File: src/rtl/instr_fetch_unit.sv
// RV32 fetch stage: registered PC drives imem, fetched words queue toward decode; head valid one cycle after fetch.
// Backpressure: full queue with id_ready=0 stalls fetch and holds the PC; redirect flushes the queue and restarts fetch.
module instr_fetch_unit #(
  parameter logic [31:0] RESET_PC   = 32'h0000_0000,
  parameter int          IMEM_BYTES = 32,
  parameter int          DEPTH      = 2
) (
  input  logic        clk,
  input  logic        reset,
  output logic [31:0] imem_addr,
  input  logic [31:0] imem_rdata,
  input  logic        redirect_valid,
  input  logic [31:0] redirect_pc,
  output logic        id_valid,
  input  logic        id_ready,
  output logic [31:0] id_instr,
  output logic [31:0] id_pc,
  output logic [31:0] id_pc_plus4,
  output logic        id_fault
);

  localparam int          PW        = $clog2(DEPTH);
  localparam int          CW        = PW + 1;
  localparam logic [31:0] LAST_ADDR = 32'(IMEM_BYTES - 4);
  localparam logic [31:0] NOP       = 32'h0000_0013;

  typedef enum logic {S_FETCH, S_HALT} state_t;

  state_t          state_q, state_d;
  logic [31:0]     pc_q, pc_d;
  logic [PW-1:0]   rd_ptr_q, rd_ptr_d, wr_ptr_q, wr_ptr_d;
  logic [CW-1:0]   count_q, count_d;
  logic [31:0]     q_pc_q    [DEPTH];
  logic [31:0]     q_pc_d    [DEPTH];
  logic [31:0]     q_instr_q [DEPTH];
  logic [31:0]     q_instr_d [DEPTH];
  logic            q_fault_q [DEPTH];
  logic            q_fault_d [DEPTH];

  logic fetch_en;
  logic fault;
  logic pop;
  logic push;

  assign fault = (pc_q[1:0] != 2'b00) || (pc_q > LAST_ADDR);
  assign pop   = (count_q != '0) && id_ready && !redirect_valid;
  assign push  = fetch_en && !redirect_valid && ((count_q != CW'(DEPTH)) || pop);

  always_ff @(posedge clk or posedge reset) begin
    if (reset) begin
      state_q <= S_FETCH;
    end else begin
      state_q <= state_d;
    end
  end

  always_comb begin
    state_d = state_q;
    if (redirect_valid) begin
      state_d = S_FETCH;
    end else if (push && fault) begin
      state_d = S_HALT;
    end
  end

  always_comb begin
    fetch_en = (state_q == S_FETCH);
  end

  always_comb begin
    pc_d      = pc_q;
    rd_ptr_d  = rd_ptr_q;
    wr_ptr_d  = wr_ptr_q;
    count_d   = count_q;
    q_pc_d    = q_pc_q;
    q_instr_d = q_instr_q;
    q_fault_d = q_fault_q;
    if (redirect_valid) begin
      pc_d     = redirect_pc;
      rd_ptr_d = '0;
      wr_ptr_d = '0;
      count_d  = '0;
    end else begin
      if (push) begin
        q_pc_d[wr_ptr_q]    = pc_q;
        q_instr_d[wr_ptr_q] = fault ? NOP : imem_rdata;
        q_fault_d[wr_ptr_q] = fault;
        wr_ptr_d            = wr_ptr_q + PW'(1);
        // A faulting fetch parks the PC on the bad address until redirected.
        if (!fault) begin
          pc_d = pc_q + 32'd4;
        end
      end
      if (pop) begin
        rd_ptr_d = rd_ptr_q + PW'(1);
      end
      if (push && !pop) begin
        count_d = count_q + CW'(1);
      end else if (pop && !push) begin
        count_d = count_q - CW'(1);
      end
    end
  end

  always_ff @(posedge clk or posedge reset) begin
    if (reset) begin
      pc_q     <= RESET_PC;
      rd_ptr_q <= '0;
      wr_ptr_q <= '0;
      count_q  <= '0;
      for (int i = 0; i < DEPTH; i++) begin
        q_pc_q[i]    <= '0;
        q_instr_q[i] <= '0;
        q_fault_q[i] <= 1'b0;
      end
    end else begin
      pc_q      <= pc_d;
      rd_ptr_q  <= rd_ptr_d;
      wr_ptr_q  <= wr_ptr_d;
      count_q   <= count_d;
      q_pc_q    <= q_pc_d;
      q_instr_q <= q_instr_d;
      q_fault_q <= q_fault_d;
    end
  end

  assign imem_addr   = pc_q;
  assign id_valid    = (count_q != '0);
  assign id_pc       = id_valid ? q_pc_q[rd_ptr_q] : 32'd0;
  assign id_pc_plus4 = id_valid ? (q_pc_q[rd_ptr_q] + 32'd4) : 32'd0;
  assign id_instr    = id_valid ? q_instr_q[rd_ptr_q] : 32'd0;
  assign id_fault    = id_valid ? q_fault_q[rd_ptr_q] : 1'b0;

endmodule

File: config.mk
export PLATFORM = sky130hd
export DESIGN_NAME = instr_fetch_unit
export DESIGN_NICKNAME = d
export VERILOG_FILES = /design/src/rtl/instr_fetch_unit.sv
export SDC_FILE = /design/constraint.sdc
export NUM_CORES = 1
export LEC_CHECK = 0
export CAP_MARGIN = 20
export CORE_MARGIN = 4
export CORE_UTILIZATION = 40
export DETAILED_ROUTE_END_ITERATION = 10
export HOLD_SLACK_MARGIN = 0.1
export PLACE_DENSITY = 0.71
export SLEW_MARGIN = 20
export SYNTH_ARGS = -nofsm -noshare
export SYNTH_HDL_FRONTEND = slang
export SYNTH_SLANG_ARGS = --single-unit
File: constraint.sdc
create_clock -name clk -period 5.7 [get_ports clk]
set_input_delay 0.57 -clock clk [delete_from_list [all_inputs] [get_ports clk]]
set_output_delay 0.57 -clock clk [all_outputs]
set_load 0.03 [all_outputs]
==> results.yml, run 1 <==
run_status:
  status: "complete, no violations"
grt:
  antenna_found_initial: 1
  grt_pass1_vias: 6721
  grt_start_max_net_pins: 99
  overflow: 0
  grtUsageTotal: 0.183
  grt_pass1_wl_um: 35400
placed_design:
  dp.cells: 1234
  dpl_cell_area_sq_um: 10700
  dp_hpwl_um: 14800
  routabilityCongestion: 0.809
  port_buffers: 197
detailed_routing:
  dr.first_iter.drc_count: 306
  drc: 0
  routedWlPerCell_um: 17.1
  ant_nets: 0
  routed_wl_um: 21600
  num_vias: 6477
  first_pass_iters: 4
  via_per_inst: 5.12
critical_path:
  cp.depth: 7
  cp.required_ns: 5.13
  cp_num_buf_inv: 2
  setup.worst_path.class: "register to output pin"
  cp-start-kind: "register"
  worst_r2r_endpoint: "q_pc_q[62]"
  slowest_stage: "buf_4"
  critPathCaptureType: "output pin"
  slowest_delay_ns: 0.79
  startpoint: "rd_ptr_q"
  path_max_fanout: 59
  timing.rr.start: "count_q[1]"
  reg2reg_setup_slack_ns: 3.06
  reg2regPathDepth: 5
  setup.worst_path.end: "id_pc_plus4[31]"
  worstPathArrival_ns: 4.00
  crit_family: "buffers and inverters"
  worstPathCellList: "buf_4, nand4_1, o22ai_2, nand2_2, nor4b_2, mux2_2, clkdlybuf4s50_1"
hold_path:
  hp-class: "register to register"
synth:
  syn_avg_cell_area_sq_um: 10.7
  syn_nets: 876
  synth_flop_cell: "dfrtp_1"
  seq_area_frac_synth: 0.486
  synth_top_area_frac: 0.486
  ys_top_cells_by_area: "dfrtp_1, mux2_2, mux2i_1, mux2_4, nand2_1"
  yosysTopAreaCell: "dfrtp_1"
  synth_edf_count: 0
  synthDistinctLibCells: 57
  netlist_top_cells_count: "dfrtp_1, nand2_1, nor2_1"
  yosysMostFrequentCell: "dfrtp_1"
  synthCells: 806
  synth_seq_cells: 167
  synthArstFlopShare: 1.00
  syn-cell-area_sq_um: 8590
  yosysWarningCount: 0
timing:
  timing_hold_violations_final: 0
  timing.fmax_mhz: 219
  setup_violations: 0
  slew_headroom: 0.398
  finClkSkew_ns: 0.00799
  finalSetupTns_ns: 0
  maxSlewViolCount: 0
  timing.final.crit_share: 0.801
  fin_crit_ns: 4.57
  rsz0062_at_grt: "no"
  worst_slew_pin_slew_ns: 0.902
pwr:
  power_density_nw_per_um2: 336
  finalPower_mw: 3.79
  ir_drop_uv: 210
  p_leak_nw: 4.60
finish:
  diodes: 0
  drive_above_1_share: 0.168
  postLayoutCellArea_sq_um: 11300
  fin_nets: 1048
  fin_util: 0.536
  syn2layout_area_growth_pct: 31.4
  layout.cells.non_filler: 1266
  fillers: 1866
flow_run:
  drv_cap: 0
clock_network:
  clk_pin_slew_ns: 0.06
  cts_hold_buf: 0
  insertion_delay_ns: 0.41
  tritoncts: "done"
  cts_buffers: 17
  post_cts_buffers: 0
  clock-root-buffer: "clkbuf_16"
  cts.sinks: 167
  htreeDepth: 4
  ctsResizeCount: 0
  cts_buffer_depth: 2
die:
  coreArea_sq_um: 21100
  die_w_um: 155
  num_io_pins: 198
  initial_core_util: 0.408
  die_area_sq_um: 23900
  num_rows: 53
  die_y_um: 155
flip-flops by register name, indices dropped and copies added (netlist names):
signal	flops
q_instr_q	64
q_pc_q	64
imem_addr	32
count_q	2
q_fault_q	2
rd_ptr_q	1
state_q	1
wr_ptr_q	1
metrics by stage:
stage | worst slack (ns) | hold slack [ns]
2_1_floorplan | 0.612 | 0.448
3_3_place_gp | 1.61 | 0.460
3_5_place_dp | 1.55 | 0.469
4_1_cts | 1.10 | 0.483
5_1_grt | 0.875 | 0.500
6_report | 1.13 | 0.477
layer usage:
metal	global-route usage	vias up	part of all wire	wire length (um)
met5	0	-	0.00060	13
met4	0.0425	2	0.0086	185
met3	0.0372	11	0.045	982
met2	0.300	158	0.48	10400
met1	0.252	3163	0.47	10100
li1	-	3143	-	-
cell families after synthesis:
group | Yosys count | share of synthesized area
AOI/OAI and AO/OA | 112 | 0.0756
and+or+nand+nor | 288 | 0.162
muxes | 166 | 0.222
adders and majority gates | 2 | 0.00291
xor gates and xnor gates | 13 | 0.0132
DFF | 167 | 0.486
buffers and inverters | 58 | 0.0376
layout by cell type, fill, tap and decap left out, drive strengths merged, types with 3 or more instances in the layout:
master / count
xnor2: 10
a31oi: 5
nor4: 12
clkinv: 7
o21ai: 80
nand4b: 3
mux2: 104
nor3b: 4
clkbuf: 21
nand2: 127
buf: 10
nand3: 12
nand2b: 3
o31ai: 4
inv: 6
and2: 13
dfrtp: 167
nor2: 83
nand3b: 5
a21oi: 9
xor2: 3
mux2i: 62
nand4: 10
clkdlybuf4s50: 196
bufinv: 3
nor3: 5
or2: 3
area by class of cell:
cell class / count / area [sq um] / share of cell area
Sequential cell: 167 / 4180 / 0.370
Multi-Input combinational cell: 581 / 4110 / 0.364
Timing Repair Buffer: 206 / 2030 / 0.180
Clock buffer: 21 / 450 / 0.0399
Tap cell: 275 / 344 / 0.0305
Clock inverter: 11 / 149 / 0.0132
Inverter: 5 / 23.8 / 0.00210
tightest hold or removal path: cells and delay by family, from the launching register on:
family	cells	cell delay, ns
simple gates	1	0.05
compound gates	1	0.06
flops	1	0.34
where the power goes:
group / total (mW) / switching [mW] / internal, mW
combinational: 1.06 / 0.546 / 0.509
sequential: 1.56 / 0.191 / 1.37
clock: 1.17 / 0.467 / 0.704
total: 3.79 / 1.20 / 2.59
worst min-delay path by stage:
stage	start	end	slack, ns	depth (start not counted)
floorplan	q_instr_q[34]	q_instr_q[34]	0.45	2
global placement	q_instr_q[12]	q_instr_q[12]	0.46	2
detailed placement	q_instr_q[36]	q_instr_q[36]	0.47	2
CTS	q_instr_q[36]	q_instr_q[36]	0.48	2
global route	q_instr_q[47]	q_instr_q[47]	0.50	2
finish	q_instr_q[55]	q_instr_q[55]	0.48	2
(Power assumes the default switching activity.)
==> inputs of run 2 (changes only) <==
==> constraint.sdc (replaced) <==
create_clock -name clk -period 4.25 [get_ports clk]
set_input_delay 0.425 -clock clk [delete_from_list [all_inputs] [get_ports clk]]
set_output_delay 0.425 -clock clk [all_outputs]
set_load 0.03 [all_outputs]
==> results.yml, run 2 (synthesis results as in run 1) <==
hold_path:
  min_from: "q_instr_q[8]"
  hp-class: "register to register"
  min_to: "q_instr_q[8]"
  whs_path_depth: 2
critical_path:
  slowest_stage: "dfrtp_4"
  worstPathCellList: "mux2_2, ha_1, and2_1, nand4_2, nor4_2, mux2_2, clkdlybuf4s50_1"
  worstPathArrival_ns: 3.57
  slowest_delay_ns: 0.62
  cp.required_ns: 3.83
  worst_r2r_endpoint: "imem_addr[3]"
  reg2regPathDepth: 5
  timing.rr.start: "imem_addr[7]"
  reg2reg_setup_slack_ns: 1.79
  timing.critical_path.mode_cell: "mux2_2"
  cp-start-kind: "register"
  critPathCaptureType: "output pin"
  setup.worst_path.class: "register to output pin"
  path_max_fanout: 26
detailed_routing:
  drc: 0
  via_per_inst: 5.11
  routed_wl_um: 22000
  ant_nets: 0
  num_vias: 6484
  first_pass_iters: 5
  routedWlPerCell_um: 17.3
  dr.first_iter.drc_count: 235
timing:
  finClkSkew_ns: 0.0103
  timing.fmax_mhz: 250
  maxSlewViolCount: 0
  fin_crit_ns: 4.00
  finalSetupTns_ns: 0
  timing_hold_violations_final: 0
  rsz0062_at_grt: "no"
  setup_violations: 0
  whs_ns: 0.478
  worst_slew_pin_slew_ns: 0.998
  timing.final.crit_share: 0.940
  slew_headroom: 0.335
clock_network:
  htreeDepth: 4
  post_cts_buffers: 0
  cts_hold_buf: 0
  clk_pin_slew_ns: 0.07
  ctsResizeCount: 0
  cts_buffers: 17
  tritoncts: "done"
  clock-root-buffer: "clkbuf_16"
  insertion_delay_ns: 0.42
  cts.sinks: 167
  cts_buffer_depth: 2
run_status:
  status: "complete, no violations"
finish:
  diodes: 0
  final_common_cell: "clkdlybuf4s50_1"
  fin_util: 0.539
  drive_above_1_share: 0.172
  syn2layout_area_growth_pct: 32.3
  mostFrequentLayoutCells: "clkdlybuf4s50_1, dfrtp_1, nand2_1, nor2_1, o21ai_0"
  fin_nets: 1051
  layout.cells.non_filler: 1269
grt:
  grtUsageTotal: 0.185
  grt_pass1_wl_um: 35500
  grt_start_max_net_pins: 168
  antenna_found_initial: 1
  overflow: 0
  grt_pass1_vias: 6601
placed_design:
  routabilityCongestion: 0.825
  port_buffers: 197
  dp_hpwl_um: 14900
  dp.cells: 1237
pwr:
  ir_drop_uv: 268
  p_sw_frac: 0.319
  p_leak_nw: 4.63
  p_clk_frac: 0.322
  power_density_nw_per_um2: 457
  p_sw_mw: 1.66
  power_frac_seq: 0.402
  p_int_mw: 3.54
  combPwrFrac: 0.276
die:
  die_area_sq_um: 23900
  initial_core_util: 0.408
  die_y_um: 155
  die_w_um: 155
  coreArea_sq_um: 21100
  num_io_pins: 198
  num_rows: 53
flow_run:
  drv_cap: 0
==> run 2: changes by cell type in the layout (fill, tap and decap cells not counted), sizes merged <==
cell / previous run / this run
clkinvlp: 0 / 2
buf: 10 / 13
clkbuf: 21 / 19
inv: 6 / 8
clkinv: 7 / 4
bufinv: 3 / 4
==> run 2: cell type report <==
cell class | count | area (sq um)
tap | 275 | 344
clock inverter | 13 | 194
inverter | 5 | 22.5
sequential | 167 | 4180
timing repair buffer | 209 | 2070
fill | 1886 | 9720
multi-input combinational | 581 | 4110
clock buffer | 19 | 443
==> run 2: per-layer routing <==
metal,vias to the layer above,global-route usage,part of all wire
met1,3140,0.244,0.45
met4,2,0.0622,0.018
met2,151,0.303,0.48
li1,3166,-,-
met3,25,0.0400,0.051
met5,-,0,0.00059
==> run 2: worst max path at each step <==
stage,start,end
floorplan,rd_ptr_q,id_pc_plus4[28]
global placement,rd_ptr_q,id_pc_plus4[30]
detailed placement,rd_ptr_q,id_pc_plus4[30]
CTS,rd_ptr_q,id_pc_plus4[30]
global route,rd_ptr_q,id_pc_plus4[30]
finish,rd_ptr_q,id_pc_plus4[30]
==> run 2: per-stage QoR <==
step           total power [mW]  area (sq um)  setup slack, ns
3_3_place_gp               3.53         10700            0.751
3_5_place_dp               3.56         10700            0.686
4_1_cts                    5.25         11400            0.220
5_1_grt                    5.46         11400           0.0695
6_report                   5.20         11400            0.254
2_1_floorplan              3.03          8600            0.925
==> run 2: power by group through the flow <==
stage               combinational (mW)  sequential [mW]  clock [mW]
floorplan                        0.942             2.09           0
global placement                  1.42             2.11           0
detailed placement                1.44             2.12           0
CTS                               1.45             2.09        1.71
global route                      1.54             2.13        1.79
finish                            1.43             2.09        1.67
==> run 2: critical path: cells and delay by family (launching register included) <==
kind,cells,cell delay [ns]
buf+inv,1,0.60
mux,2,0.67
fa+ha+maj,1,0.21
simple gates,3,1.05
flops,1,0.62
==> inputs of run 3 (changes only) <==
--- a/config.mk
+++ b/config.mk
@@ -15,3 +15,4 @@
 export SYNTH_ARGS = -nofsm -noshare
 export SYNTH_HDL_FRONTEND = slang
 export SYNTH_SLANG_ARGS = --single-unit
+export TNS_END_PERCENT = 30
==> constraint.sdc (replaced) <==
create_clock -name clk -period 4.14 [get_ports clk]
set_input_delay 0.414 -clock clk [delete_from_list [all_inputs] [get_ports clk]]
set_output_delay 0.414 -clock clk [all_outputs]
set_load 0.03 [all_outputs]
==> results.yml, run 3 (synthesis results as in run 1) <==
run_status:
  status: "complete, no violations"
detailed_routing:
  num_vias: 6553
  routedWlPerCell_um: 17.3
  dr.first_iter.drc_count: 251
  ant_nets: 0
  routed_wl_um: 22000
  via_per_inst: 5.16
  first_pass_iters: 5
  drc: 0
timing:
  fin_crit_ns: 3.86
  worst_slack_ns: 0.281
  rsz0062_at_grt: "no"
  timing_hold_violations_final: 0
  maxSlewViolCount: 0
  setup_violations: 0
  worst_slew_pin_slew_ns: 1.08
  timing.fmax_mhz: 259
  timing.final.crit_share: 0.932
  slew_headroom: 0.280
  whs_ns: 0.362
  finClkSkew_ns: 0.0109
  finalSetupTns_ns: 0
critical_path:
  timing.rr.start: "count_q[1]"
  path_max_fanout: 26
  slowest_stage: "dfrtp_4"
  worstPathCellList: "mux2_2, ha_1, and2_1, nand4_4, nor4_2, mux2_2, clkdlybuf4s50_1"
  startpoint: "rd_ptr_q"
  cp_num_buf_inv: 1
  slowest_delay_ns: 0.61
  timing.critical_path.mode_cell: "mux2_2"
  crit_family: "simple AND/OR/NAND/NOR gates"
  worstPathArrival_ns: 3.45
  setup.worst_path.class: "register to output pin"
  critPathCaptureType: "output pin"
  cp-start-kind: "register"
  cp.required_ns: 3.73
placed_design:
  port_buffers: 197
  dp_hpwl_um: 15300
  routabilityCongestion: 0.795
  pre_cts_ws_ns: 0.590
  dp.cells: 1238
  dpl_cell_area_sq_um: 10700
grt:
  grt_pass1_vias: 6701
  grt_start_max_net_pins: 94
  grtUsageTotal: 0.185
  overflow: 0
  grt_pass1_wl_um: 35700
  antenna_found_initial: 0
finish:
  layout.cells.non_filler: 1269
  mostFrequentLayoutCells: "clkdlybuf4s50_1, dfrtp_1, nand2_1, nor2_1, o21ai_0"
  postLayoutCellArea_sq_um: 11300
  fillers: 1903
  fin_nets: 1052
  fin_util: 0.535
  multi_input_area_sq_um: 4120
  syn2layout_area_growth_pct: 31.2
  drive_above_1_share: 0.170
  final_common_cell: "clkdlybuf4s50_1"
  regArea_sq_um: 4180
pwr:
  finalPower_mw: 5.06
  ir_drop_uv: 301
  power_density_nw_per_um2: 448
  p_leak_nw: 4.58
clock_network:
  cts.sinks: 167
  insertion_delay_ns: 0.41
  clock-root-buffer: "clkbuf_16"
  tritoncts: "done"
  htreeDepth: 4
  cts_hold_buf: 0
  cts_buffer_depth: 2
  clk_pin_slew_ns: 0.06
  cts_buffers: 17
  post_cts_buffers: 0
die:
  num_rows: 53
  die_y_um: 155
  initial_core_util: 0.408
  coreArea_sq_um: 21100
  num_io_pins: 198
  die_w_um: 155
  die_area_sq_um: 23900
hold_path:
  hp-class: "input pin to async pin"
flow_run:
  drv_cap: 0
run 3: cell count changes in the layout (fill, tap and decap cells not counted):
cell	change
buf_4	+1
bufinv_16	-4
clkbuf_1	+1
clkbuf_8	+2
clkinv_2	+3
clkinv_4	-2
clkinvlp_4	+2
diode_2	+1
inv_6	-4
nand4_2	-1
nand4_4	+1
run 3: area by class of cell:
class	instances	area share
inverter	5	0.00200
sequential	167	0.371
clock inverter	8	0.00455
clock buffer	22	0.0421
multi-input combinational	581	0.365
timing repair buffer	210	0.184
tap	275	0.0305
antenna	1	0.000222
run 3: path summary, 6_finish.rpt:
kind / slack (ns) / depth (start not counted) / end
worst max-delay path: 0.28 / 7 / id_pc_plus4[30]
worst min-delay path: 0.36 / 2 / q_instr_q[15]
worst max register to register: 1.60 / 5 / q_instr_q[42]
worst min register to register: 0.48 / 2 / q_instr_q[7]
max in group asynchronous: 2.94 / 3 / rd_ptr_q
min in group clk: 0.48 / 2 / q_instr_q[7]
run 3: routing by layer:
layer / part of all wire / GRT usage
met1: 0.44 / 0.243
met2: 0.49 / 0.309
met3: 0.053 / 0.0492
met4: 0.012 / 0.0433
met5: 0 / 0
run 3: report_power, final:
group / internal [mW] / switching (mW) / total, mW / leakage (nW)
combinational: 0.707 / 0.766 / 1.47 / 2.23
sequential: 1.89 / 0.260 / 2.15 / 2.10
clock: 0.805 / 0.627 / 1.43 / 0.254
total: 3.40 / 1.65 / 5.06 / 4.58
run 3: timing repair:
item | 4_1_cts | 5_1_grt
endpoints found under the setup margin | 0 | 2
resized for setup | 0 | 1
hold endpoints to repair | 0 | 0
